==> src/rtl/hidden_unit_reader.sv <==
// Burst reader: streams num_words hidden-unit RAM words from base_addr through a 2-entry skid buffer.
// Define HIDDEN_READER_RELU_EN to clamp negative (two's-complement) RAM words to zero before buffering.
module hidden_unit_reader #(
    parameter int DATA_WIDTH = 8,
    parameter int ADDR_WIDTH = 5
) (
    input  logic                  clk,
    input  logic                  rst_n,
    input  logic                  start,
    input  logic [ADDR_WIDTH-1:0] base_addr,
    input  logic [ADDR_WIDTH:0]   num_words,
    output logic [ADDR_WIDTH-1:0] ram_addr,
    input  logic [DATA_WIDTH-1:0] ram_q,
    output logic [DATA_WIDTH-1:0] out_data,
    output logic                  out_valid,
    input  logic                  out_ready,
    output logic                  busy,
    output logic                  done
);

    typedef enum logic [1:0] {IDLE, RUN, FINISH} state_t;

    localparam logic [ADDR_WIDTH:0] ONE = 1;

    state_t                state_q, state_d;
    logic [ADDR_WIDTH-1:0] base_q, base_d;
    logic [ADDR_WIDTH-1:0] ram_addr_q, ram_addr_d;
    logic [ADDR_WIDTH:0]   num_q, num_d;
    logic [ADDR_WIDTH:0]   issued_q, issued_d;
    logic [ADDR_WIDTH:0]   sent_q, sent_d;
    logic                  inflight_q, inflight_d;
    logic [1:0]            count_q, count_d;
    logic [DATA_WIDTH-1:0] buf0_q, buf0_d;
    logic [DATA_WIDTH-1:0] buf1_q, buf1_d;
    logic [DATA_WIDTH-1:0] cap_data;
    logic [2:0]            occupancy;
    logic [2:0]            limit;
    logic                  xfer;
    logic                  issue;

`ifdef HIDDEN_READER_RELU_EN
    assign cap_data = ram_q[DATA_WIDTH-1] ? '0 : ram_q;
`else
    assign cap_data = ram_q;
`endif

    assign xfer      = (count_q != 2'd0) && out_ready;
    assign occupancy = {1'b0, count_q} + {2'b00, inflight_q};
    assign limit     = 3'd2 + {2'b00, xfer};

    always_comb begin
        state_d    = state_q;
        base_d     = base_q;
        num_d      = num_q;
        issued_d   = issued_q;
        sent_d     = sent_q;
        issue      = 1'b0;
        ram_addr_d = ram_addr_q;
        buf0_d     = buf0_q;
        buf1_d     = buf1_q;

        case (state_q)
            IDLE: begin
                if (start) begin
                    base_d   = base_addr;
                    num_d    = num_words;
                    issued_d = '0;
                    sent_d   = '0;
                    state_d  = (num_words == '0) ? FINISH : RUN;
                end
            end
            RUN: begin
                // Room is judged after this cycle's pop so a full pipe still streams every cycle.
                issue = (issued_q < num_q) && (occupancy < limit);
                if (issue) begin
                    issued_d   = issued_q + ONE;
                    ram_addr_d = base_q + issued_q[ADDR_WIDTH-1:0];
                end
                if (xfer) begin
                    sent_d = sent_q + ONE;
                    if (sent_q + ONE == num_q) begin
                        state_d = FINISH;
                    end
                end
            end
            FINISH: state_d = IDLE;
            default: state_d = IDLE;
        endcase

        inflight_d = issue;
        count_d    = count_q + {1'b0, inflight_q} - {1'b0, xfer};

        // buf0 is always the head; the returning read lands behind whatever survives the pop.
        if (xfer && inflight_q) begin
            if (count_q == 2'd2) begin
                buf0_d = buf1_q;
                buf1_d = cap_data;
            end else begin
                buf0_d = cap_data;
            end
        end else if (xfer) begin
            buf0_d = buf1_q;
        end else if (inflight_q) begin
            if (count_q == 2'd0) begin
                buf0_d = cap_data;
            end else begin
                buf1_d = cap_data;
            end
        end
    end

    always_ff @(posedge clk) begin
        if (!rst_n) begin
            state_q    <= IDLE;
            base_q     <= '0;
            num_q      <= '0;
            issued_q   <= '0;
            sent_q     <= '0;
            ram_addr_q <= '0;
            inflight_q <= 1'b0;
            count_q    <= 2'd0;
            buf0_q     <= '0;
            buf1_q     <= '0;
        end else begin
            state_q    <= state_d;
            base_q     <= base_d;
            num_q      <= num_d;
            issued_q   <= issued_d;
            sent_q     <= sent_d;
            ram_addr_q <= ram_addr_d;
            inflight_q <= inflight_d;
            count_q    <= count_d;
            buf0_q     <= buf0_d;
            buf1_q     <= buf1_d;
        end
    end

    assign ram_addr  = ram_addr_d;
    assign out_data  = buf0_q;
    assign out_valid = (count_q != 2'd0);
    assign busy      = (state_q != IDLE);
    assign done      = (state_q == FINISH);

endmodule

==> config.mk <==
export PLATFORM = sky130hd
export DESIGN_NAME = hidden_unit_reader
export DESIGN_NICKNAME = d
export VERILOG_FILES = /design/src/rtl/hidden_unit_reader.sv
export SDC_FILE = /design/constraint.sdc
export NUM_CORES = 1
export LEC_CHECK = 0
export BUFFER_PORTS_ARGS = -buffer_cell sky130_fd_sc_hd__clkbuf_2
export CORE_ASPECT_RATIO = 0.6
export CORE_MARGIN = 4
export CORE_UTILIZATION = 40
export DETAILED_ROUTE_END_ITERATION = 7
export PLACE_DENSITY = 0.61
export RECOVER_POWER = 25
export SETUP_SLACK_MARGIN = 0.02
export SLEW_MARGIN = 20
export SYNTH_ARGS = -nofsm -noshare
export SYNTH_HDL_FRONTEND = slang
export SYNTH_SLANG_ARGS = --single-unit
==> constraint.sdc <==
create_clock -name clk -period 2.43 [get_ports clk]
set_input_delay 0.486 -clock clk [delete_from_list [all_inputs] [get_ports clk]]
set_output_delay 0.486 -clock clk [all_outputs]
set_load 0.02 [all_outputs]
Word-level counts from Yosys, hierarchy flattened. Cells that the tools add are included.

Register bits after elaboration: 49. Input bits: 23.

Add/sub/neg operators: 7. Order comparisons: 2. Equal/unequal tests: 11. Muxes and demuxes: 22. Reductions and logical operators: 19.

Operators by type and width (number): $mux 8 (10); $pmux 6 s2 (2); $mux 6 (3); $add 6x1->6 const B (2); $mux 5 (2); $ne 2x2->1 const B (5); $reduce_and 3->1 (3); $mux 2 (4); $reduce_bool 2->1 (4); $eq 6x6->1 (1); $logic_not 6->1 (1); $lt 6x6->1 (1); $reduce_and 2->1 (3); $reduce_bool 3->1 (2); $add 5x5->5 (1); $eq 2x2->1 const B (2); $logic_not 2->1 (2); $ne 2x1->1 const B (2); $pmux 2 s2 (1); $reduce_and 4->1 (1); $add 2x1->3 (1); $add 2x1->3 const A (1); $logic_and 1x1->1 (3); $lt 3x3->1 (1); other kinds (3) (3).

Logic depth before layout (Yosys ltp).
Depth in word-level cells: 7. Depth in mapped cells: 9. Gate-level depth less buffers: 8.

Least setup slack after synthesis. Ideal clock, no wire load.

Kind: register to output. Start: reg num_q[1]. End: out ram_addr[4]. Data arrival time: 1.668 ns. Data required time: 1.944 ns. Setup slack: 0.276 ns. Cell stages (with the launch flop): 7. Buffers on the path: 1. Path through: dfxtp_1 > inv_1 > ha_1 > a2111oi_4 > nor3_2 > clkbuf_1 > o31a_1.

Word-level cells in the longest chain between the ends: 4.

Ends and longest elaborated chain: from (decl) (line 28) `logic [ADDR_WIDTH:0] num_q, num_d;`; from (signal assigned) (line 127) `num_q <= num_d;`; $lt 6x6->1 (line 74) `issue = (issued_q < num_q) && (occupancy < limit);`; $logic_and 1x1->1 (line 74); $mux 5 (line 75) `if (issue) begin`; $mux 5 (line 62) `case (state_q)`; to (decl) (line 12) `output logic [ADDR_WIDTH-1:0] ram_addr,`.

No other way between the ends.

Worst setup path in the final report.
Start: reg num_q[3]. End: out ram_addr[4].

Same word-level chain as after synthesis.

==> impl_metrics.tcl <==
set metrics [dict create \
    synthXorXnorAreaFrac 0.04507 \
    die_area_um2 7692 \
    grt.total_usage 0.1661 \
    yosys-top-cells-count "dfxtp_1 (49), nand2_1 (43), a21oi_1 (29)" \
    rrSetupSlack_ns 0.22 \
    clkTransAtPathRegs_ns 0.08 \
    worstReg2RegEnd "issued_q[3]" \
    maxCapViolations 0 \
    synthAdderAreaFrac 0.08222 \
    routed_wl_mm 6.412 \
    start_kind "register" \
    post-route-period-util 1.046 \
    worstSetupPathType "reg -> out" \
    grt_pass1_wl_mm 10.43 \
    hold_depth 3 \
    synth-compound-area-share 0.1738 \
    die_x_um 110.6 \
    endpoint_kind "output port" \
    grt_pass1_vias 2072 \
    worstHoldStart "base_addr[3]" \
    area_growth_pct 30.46 \
    r2r_cells 9 \
    dr.first_iter.drc_count 137 \
    required_ns 1.94 \
    worstHoldPathType "in -> reg" \
    synth_top_area_frac 0.3883 \
    portBuffers 38 \
    cts_root_buf "clkbuf_8" \
    netlist_instances 305 \
    whs_endpoint "base_q[3]" \
    period_minus_slack_ns 2.541 \
    n_antenna_cell 0 \
    synth_seq_cells 49 \
    dp_hpwl_mm 4.626 \
    synth_simple_gate_area_frac 0.2363 \
    initial_utilization 0.4134 \
    wl_per_cell_um 14.31 \
    nFillCells 586 \
    synth_nets 344 \
    htree_levels 2 \
    layout-drive-gt1-share 0.2775 \
    violations "setup timing" \
    cts_tree "yes" \
    synthTopCellsByArea "dfxtp_1 (39%), ha_1 (7.4%), nand2_1 (6.4%)" \
    dp.cells 428 \
    cellPowerDensity_nw_per_um2 779.5 \
    vdd_drop_max_uv 647.4 \
    crit_fanout 8 \
    cts_max_path_buffers 2 \
    io_pins 39 \
    clock_latency_ns 0.30 \
    synth_area_um2 2526 \
    drc_errors 0 \
    status "finished with violations" \
    rows 22 \
    dr_total_vias 2333 \
    hold_viol_final 0 \
    antenna_found_initial 0 \
    max_slew.worst_pin.slew_ns 0.9367 \
    rsz0062_at_grt "yes" \
    synthFlopType "dfxtp_1" \
    synth_edf_count 0 \
    timing.final.ws_setup_ns -0.1108 \
    leakagePower_nw 1.407 \
    antenna_left 0 \
    synth_area_leader_cell "dfxtp_1" \
    crit_arrival_ns 2.05 \
    final-max-slew-violation-count 0 \
    fin_skew_ns 0.007927 \
    grt_overflow 0 \
    nNetsFinal 402 \
    seq_area_um2 999.7 \
    dr.pass1.iters 4 \
    grt_max_degree 28 \
    clock.fmax_mhz 393.6 \
    synth.distinct_cells 46 \
    synth_top_family_by_area "simple AND/OR/NAND/NOR gates" \
    synthMuxAreaShare 0.03170 \
    power_mw 2.569 \
    synth_area_per_cell_um2 8.283 \
    multi_input_area_um2 1589 \
    relSlewSlack 0.3755 \
    async_reset_ff_frac 0 \
    ys.warnings.count 0 \
    vias_per_cell 5.208 \
    finalSetupViolCount 4 \
    core_um2 6111 \
    cts.sinks 49 \
    die_h_um 69.56 \
    gp_congestion 0.8666 \
    synth-seq-area-share 0.3883 \
    post-synth-top-count-cell "dfxtp_1" \
    numCtsBuffers 5 \
    finalNonFillerCells 448 \
    r2r-start "inflight_q" \
]
-- worst max path at each step --
stage / from / endpoint / slack (ns)
final: num_q[3] / ram_addr[4] / -0.11
after global routing: base_q[1] / ram_addr[4] / -0.20
after CTS: issued_q[1] / ram_addr[1] / -0.09
after detailed placement: num_q[3] / ram_addr[1] / 0.09
after global placement: num_q[1] / ram_addr[1] / 0.15
after floorplan: num_q[1] / ram_addr[4] / 0.28
-- final cells by class --
| cell class | count | share of cell area |
|---|---|---|
| clock buffers | 7 | 0.02620 |
| clock inverters | 1 | 0.009112 |
| inverters | 14 | 0.01595 |
| multi-input cells | 228 | 0.4822 |
| flip-flops and latches | 49 | 0.3033 |
| well taps | 84 | 0.03189 |
| repair buffers | 65 | 0.1314 |
-- per-layer routing --
metal | GRT usage | wire length, um
met2 | 0.2157 | 2470
met5 | 0 | 0
met3 | 0.03923 | 369
met1 | 0.2717 | 3534
met4 | 0.02869 | 38
-- critical path, cell delays in order, from the launching register on --
cell	delay, ns
dfxtp_2	0.35
inv_2	0.05
ha_4	0.25
o21a_1	0.15
nor2_4	0.06
or3_4	0.45
a21o_1	0.19
o31a_1	0.11
clkbuf_8	0.15
-- registers in the layout, indices dropped and copies added, names as in the netlist --
name        cells
num_q           6
inflight_q      1
ram_addr_q      5
state_q         2
count_q         2
buf1_q          8
base_q          5
issued_q        6
out_data        8
sent_q          6
-- logic make-up (layout without fill, tap and decap cells) --
logic type,after synthesis,count (layout)
compound gates,68,68
buf+inv,28,87
simple gates,123,123
mux,8,8
fa+ha+maj,16,16
flops,49,49
xor+xnor,13,13
-- what timing repair did --
item	in CTS	in global routing
hold buffers	0	0
pin swaps	8	18
setup buffers	5	7
setup endpoints to repair	5	5
resized for setup	33	24
-- power breakdown --
part           internal, mW  leakage, nW  total [mW]  switching [mW]
clock                 0.336       0.0585       0.604           0.268
sequential            0.910        0.403       0.980          0.0697
combinational         0.392        0.945       0.985           0.593
total                  1.64         1.41        2.57           0.931
-- layout by cell type, fill, tap and decap left out, types with 3 or more instances in the layout --
cell	count
xor2_1	3
and2_1	3
and3_1	3
inv_1	10
mux2i_1	8
a21oi_1	28
buf_4	25
or3_1	5
or4_1	4
clkbuf_1	9
nor2b_1	4
dfxtp_1	40
nand3_1	15
inv_2	4
nand4_1	3
xnor2_1	9
dfxtp_2	6
clkbuf_8	9
clkbuf_2	25
buf_6	3
ha_4	5
o21ai_0	7
nor2_1	23
nand3_2	3
o31ai_1	3
dfxtp_4	3
a311oi_1	6
ha_1	10
nor3_1	5
nand2_1	41
-- per-stage QoR --
| stage | hold WS [ns] | setup slack [ns] | util | instance area (um^2) | TNS [ns] |
|---|---|---|---|---|---|
| after floorplan | 0.4406 | 0.2758 | - | 2526 | 0 |
| after global placement | 0.4743 | 0.1497 | 0.4711 | 2879 | 0 |
| after detailed placement | 0.4823 | 0.09256 | 0.4711 | 2879 | 0 |
| after CTS | 0.4083 | -0.09409 | 0.5149 | 3147 | -0.2003 |
| after global routing | 0.4076 | -0.1991 | 0.5393 | 3296 | -0.7321 |
| final | 0.4107 | -0.1108 | 0.5393 | 3296 | -0.3980 |
Power figures use the tool's default switching activity.
